--- config.mk ---
export PLATFORM = sky130hd
export DESIGN_NAME = gpu_op_arbiter
export DESIGN_NICKNAME = d
export VERILOG_FILES = /design/src/rtl/gpu_op_arbiter.sv
export SDC_FILE = /design/constraint.sdc
export NUM_CORES = 1
export LEC_CHECK = 0
export CORE_MARGIN = 4
export CORE_UTILIZATION = 35
export CTS_CLUSTER_DIAMETER = 50
export CTS_CLUSTER_SIZE = 8
export DETAILED_ROUTE_END_ITERATION = 12
export PLACE_DENSITY = 0.78
export SLEW_MARGIN = 0
export SYNTH_ARGS = -nofsm -noshare
export SYNTH_HDL_FRONTEND = slang
export SYNTH_SLANG_ARGS = --single-unit
--- constraint.sdc ---
create_clock -name clk -period 2.6 [get_ports clk]
set_input_delay 0.39 -clock clk [delete_from_list [all_inputs] [get_ports clk]]
set_output_delay 0.39 -clock clk [all_outputs]
set_load 0.02 [all_outputs]
--- src/rtl/gpu_op_arbiter.sv ---
// Round-robin arbiter sharing the GPU op FIFO write port between N_REQ requesters,
// plus end-of-frame sequencing: drain the GPU, wait for a vsync rising edge, pulse swap.
module gpu_op_arbiter #(
  parameter int unsigned N_REQ           = 2,
  parameter int unsigned OP_WIDTH        = 64,
  parameter int unsigned FRAME_CNT_WIDTH = 16
) (
  input  logic                         clk,
  input  logic                         rst,
  input  logic                         ce,
  input  logic [N_REQ-1:0]             req_valid,
  input  logic [N_REQ*OP_WIDTH-1:0]    req_op,
  output logic [N_REQ-1:0]             req_ready,
  input  logic [N_REQ-1:0]             req_frame_done,
  output logic [OP_WIDTH-1:0]          op,
  output logic                         op_wr_en,
  input  logic                         op_full,
  input  logic                         gpu_busy,
  input  logic                         vsync,
  output logic                         swap,
  output logic [$clog2(N_REQ)-1:0]     grant_idx,
  output logic [FRAME_CNT_WIDTH-1:0]   frame_count,
  output logic [1:0]                   state_dbg
);

  localparam int unsigned IdxW = $clog2(N_REQ);

  typedef enum logic [1:0] {
    StRun       = 2'd0,
    StDrain     = 2'd1,
    StWaitVsync = 2'd2,
    StSwap      = 2'd3
  } state_e;

  state_e            state_q;
  logic [IdxW-1:0]   rr_ptr_q;
  logic [N_REQ-1:0]  done_mask_q;
  logic              vsync_d_q;

  logic [N_REQ-1:0]  eligible;
  logic [IdxW-1:0]   idx;
  logic [IdxW-1:0]   winner;
  logic [IdxW-1:0]   rr_next;
  logic              found;
  logic              grant;

  assign eligible = req_valid & ~done_mask_q;

  // Rotating priority search starting at rr_ptr_q.
  always_comb begin
    found  = 1'b0;
    winner = '0;
    idx    = '0;
    for (int unsigned k = 0; k < N_REQ; k++) begin
      idx = IdxW'((32'(rr_ptr_q) + k) % N_REQ);
      if (!found && eligible[idx]) begin
        found  = 1'b1;
        winner = idx;
      end
    end
  end

  // The !op_wr_en term spaces writes two cycles apart so op_full reflects the previous write.
  assign grant = (state_q == StRun) && ce && !rst && !op_full && !op_wr_en && found;

  assign rr_next = (32'(winner) == N_REQ - 1) ? '0 : winner + 1'b1;

  always_comb begin
    req_ready = '0;
    if (grant) begin
      req_ready[winner] = 1'b1;
    end
  end

  assign state_dbg = state_q;

  always_ff @(posedge clk) begin
    if (rst) begin
      state_q     <= StRun;
      rr_ptr_q    <= '0;
      done_mask_q <= '0;
      vsync_d_q   <= 1'b0;
      op          <= '0;
      op_wr_en    <= 1'b0;
      swap        <= 1'b0;
      grant_idx   <= '0;
      frame_count <= '0;
    end else if (!ce) begin
      op_wr_en <= 1'b0;
      swap     <= 1'b0;
    end else begin
      op_wr_en <= grant;
      swap     <= 1'b0;

      if (grant) begin
        op        <= req_op[winner*OP_WIDTH +: OP_WIDTH];
        grant_idx <= winner;
        rr_ptr_q  <= rr_next;
      end

      // Sampled every enabled cycle so a vsync already high on WAIT_VSYNC entry is not an edge.
      vsync_d_q <= vsync;

      if (state_q != StSwap) begin
        done_mask_q <= done_mask_q | req_frame_done;
      end

      unique case (state_q)
        StRun: begin
          if (&done_mask_q) begin
            state_q <= StDrain;
          end
        end
        StDrain: begin
          if (!op_wr_en && !gpu_busy) begin
            state_q <= StWaitVsync;
          end
        end
        StWaitVsync: begin
          if (vsync && !vsync_d_q) begin
            state_q     <= StSwap;
            swap        <= 1'b1;
            frame_count <= frame_count + 1'b1;
            done_mask_q <= '0;
          end
        end
        StSwap: begin
          state_q <= StRun;
        end
      endcase
    end
  end

endmodule

==> run metrics, run 1 <==
outcome=finished, final reports clean; Root Buffer=clkbuf_16; Nets=849; area added between synthesis and finish=64.72%; wire per inst=16.75 um; CTS Buf Count=9; Psw=919.3 uW; peak fanout along the critical path=4; Logic pwr share=19.1%; CP peak stage delay=560 ps; relative slew slack=52.51%; end of the critical path=req_ready[0]; switching share of power=24.43%; Seq pwr share=38.6%; Max Clock Freq=0.4123 GHz; DRT iter0 DRCs=175; Top FF cell, synth=dfxtp_1; worst skew pair latency=330 ps; die span in y=118.1 um; Worst EP required=2210 ps; Int Pwr=2.843 mW; mux share of post-synthesis cell area=0.4716%; fin worst setup slack=174.8 ps; CTS clk-pin slew, worst paths=60 ps; WL final=14.29 mm; P per Cell Area=538.0 nW/um^2; sequential cell area fraction in the yosys report=41.97%; Critical Path Source Type=flip-flop; Clk network pwr share=42.3%; vias in the first global route=4,734; Inserted Diodes=0; Yosys warnings=0; capturing point of the worst reg2reg path=grant_idx; critical-path cell list=inv_1 > ha_1 > nand2_1 > or4_2 > nor3_1 > clkbuf_2; layout cells sized above 1=6.479%; Antenna Nets Post-Route=0; #FFs+latches synth=89; Syn Std Cell Area=4245 um^2; Crit path arrival time=2040 ps; EDFF count, synth=0; Cells after Synth=503; Post-Synth XOR/XNOR Area=1.857%; compound-cell area share of the yosys netlist=35.48%; Initial Util=36.40%; Setup Buffers After CTS=0; Worst Tran Pin Value=712.4 ps; final hold vios=0; dpl ws=-92.10 ps; Crit. Startpoint=state_dbg[0]; top-count cell post-synth=dfxtp_1; WS Path Type=flip-flop to output port; Final Max Tran Viols=0; final core occ=59.96%; crit end category=output port; Crit-path slowest cell=or4_2; final std cells w/o fill=853; antenna violations before repair=0; critical register-to-register path startpoint=state_dbg[0]; Yosys top cell area share=41.97%; share of synthesized cell area in full adder, half adder and majority cells=1.768%; Syn Nets=647; Chip Width=118.1 um; area of the core=11,660 um^2; htree depth=3; register-to-register setup slack=470 ps; Synth area leader=dfxtp_1; GPL Wtd Cong=0.8214; number of remaining DRC errors=0; global-route wire length before repair=23.69 mm; half-perimeter wire length after placement=10.39 mm; TritonRoute pass-1 iters=4; CTS tree=done; die area=13,960 um^2; top cells by area, synth=dfxtp_1 42%, o2bb2ai_1 13%, a211oi_1 12%; CTS sink count=89; max-cap viol count=0; Post-synth top cells=89 x dfxtp_1, 74 x a21oi_1, 72 x inv_1, 66 x a211oi_1, 64 x o2bb2ai_1; Distinct cells, synth=35; placed insts=837; ys async rst share=0%; cells on worst reg2reg path=7; main combinational cell family by area after synthesis=compound AO/OA/AOI/OAI gates; via/cell ratio=5.320; Post-Synth Simple-Gate Area=7.781%; Peak VDD IR=0.3409 mV; RSZ-0062 raised after global routing=no; num ports=225; vias=4,538; worst hold path class=flip-flop to flip-flop; Final setup viols=0; Placement Rows=39; leakage power=2.589 nW; crit share post-route=93.28%; final worst path period need=2425 ps; Post-Syn Area per Cell=8.440 um^2; grt total ovfl=0; clk buf depth=2; gr usage total=20.25%; largest net degree at the start of global routing=67; PortBufs=224; clock skew=11.56 ps
-- cell type report --
type / count / area [um^2]
clock buffers: 9 / 225.2
clock inverters: 7 / 146.4
fillers: 1000 / 4669
inverters: 72 / 270.3
multi-input cells: 294 / 2041
flip-flops and latches: 89 / 1783
well taps: 143 / 178.9
repair buffers: 239 / 2349
-- through the flow --
stage / hold WS, ps / setup TNS, ps / area, um^2 / total power, mW
finish: 460.1 / 0 / 6993 / 3.762
global route: 473.7 / 0 / 6993 / 3.938
CTS: 465.0 / 0 / 6998 / 3.815
detailed placement: 445.5 / -158.9 / 6621 / 2.205
global placement: 442.7 / -126.5 / 6621 / 2.190
floorplan: 490.0 / 0 / 4245 / 1.803
-- kinds of logic after synthesis --
kind of cell,after synthesis
AOI/OAI and AO/OA,216
xor gates and xnor gates,9
adders and majority gates,6
buffers and inverters,120
DFF,89
muxes,2
and+or+nand+nor,61
-- timing repair --
item / CTS / global route
resized for setup: 4 / 2
gates cloned: 0 / 0
setup endpoints to repair: 2 / 1
hold buffers: 0 / 0
-- worst max-delay path, delay by kind of cell, from the launching register on --
family / cells / cell delay [ps]
buffers and inverters: 2 / 340
flip-flops: 1 / 340
adder cells (fa/ha/maj): 1 / 200
AND/OR/NAND/NOR: 3 / 830
-- power by group through the flow --
| stage | combinational [mW] | sequential (mW) | clock [mW] |
|---|---|---|---|
| after global placement | 0.709 | 1.48 | 0 |
| final | 0.719 | 1.45 | 1.59 |
| after CTS | 0.724 | 1.45 | 1.64 |
| after floorplan | 0.260 | 1.54 | 0 |
| after detailed placement | 0.723 | 1.48 | 0 |
| after global routing | 0.775 | 1.46 | 1.70 |
-- cells in the final DEF (no fill, tap or decap), types with 2 or more instances in the layout --
cell | Yosys | final
a21oi_1 | 74 | 73
inv_6 | 0 | 3
inv_1 | 72 | 72
o21ai_0 | 6 | 6
clkbuf_16 | 0 | 9
nand4_1 | 4 | 4
nand2_1 | 8 | 8
nand3_1 | 4 | 4
or3_1 | 3 | 3
bufinv_16 | 0 | 4
ha_1 | 6 | 6
nor2b_1 | 3 | 2
xnor2_1 | 7 | 7
a211oi_1 | 66 | 66
xor2_1 | 2 | 2
mux2i_1 | 2 | 2
nor3_1 | 8 | 8
nor4_1 | 5 | 4
or3_2 | 2 | 2
dfxtp_1 | 89 | 88
o2bb2ai_1 | 64 | 64
buf_4 | 0 | 15
clkdlybuf4s50_1 | 0 | 222
nor2_1 | 15 | 15
-- registers in the layout, summed over array words and instances (netlist names) --
register,count
vsync_d_q,1
frame_count,16
grant_idx,1
op,64
rr_ptr_q,1
op_wr_en,1
swap,1
state_dbg,2
done_mask_q,2
-- worst min path at each step --
stage	start	end	depth (start not counted)
2_1_floorplan	vsync_d_q	vsync_d_q	2
3_3_place_gp	op[47]	op[47]	1
3_5_place_dp	op[53]	op[53]	1
4_1_cts	op[15]	op[15]	1
5_1_grt	op[63]	op[63]	1
6_report	op[15]	op[15]	1
-- per-layer routing --
layer | vias up | GRT usage, % | part of all wire, %
met4 | 0 | 8.132 | 2.4
met3 | 23 | 5.014 | 6.5
met1 | 2142 | 22.84 | 40
met5 | - | 0 | 0
li1 | 2213 | - | -
met2 | 160 | 36.51 | 51
No activity file was read; power rests on OpenSTA's default activity.
==> run 2, diff against run 1 <==
--- a/config.mk
+++ b/config.mk
@@ -10,6 +10,7 @@
 export CTS_CLUSTER_DIAMETER = 50
 export CTS_CLUSTER_SIZE = 8
 export DETAILED_ROUTE_END_ITERATION = 12
+export GPL_ROUTABILITY_DRIVEN = 0
 export PLACE_DENSITY = 0.78
 export SLEW_MARGIN = 0
 export SYNTH_ARGS = -nofsm -noshare
==> results of run 2 <==
No change in the layout: final DEF, timing and power equal those of run 1.
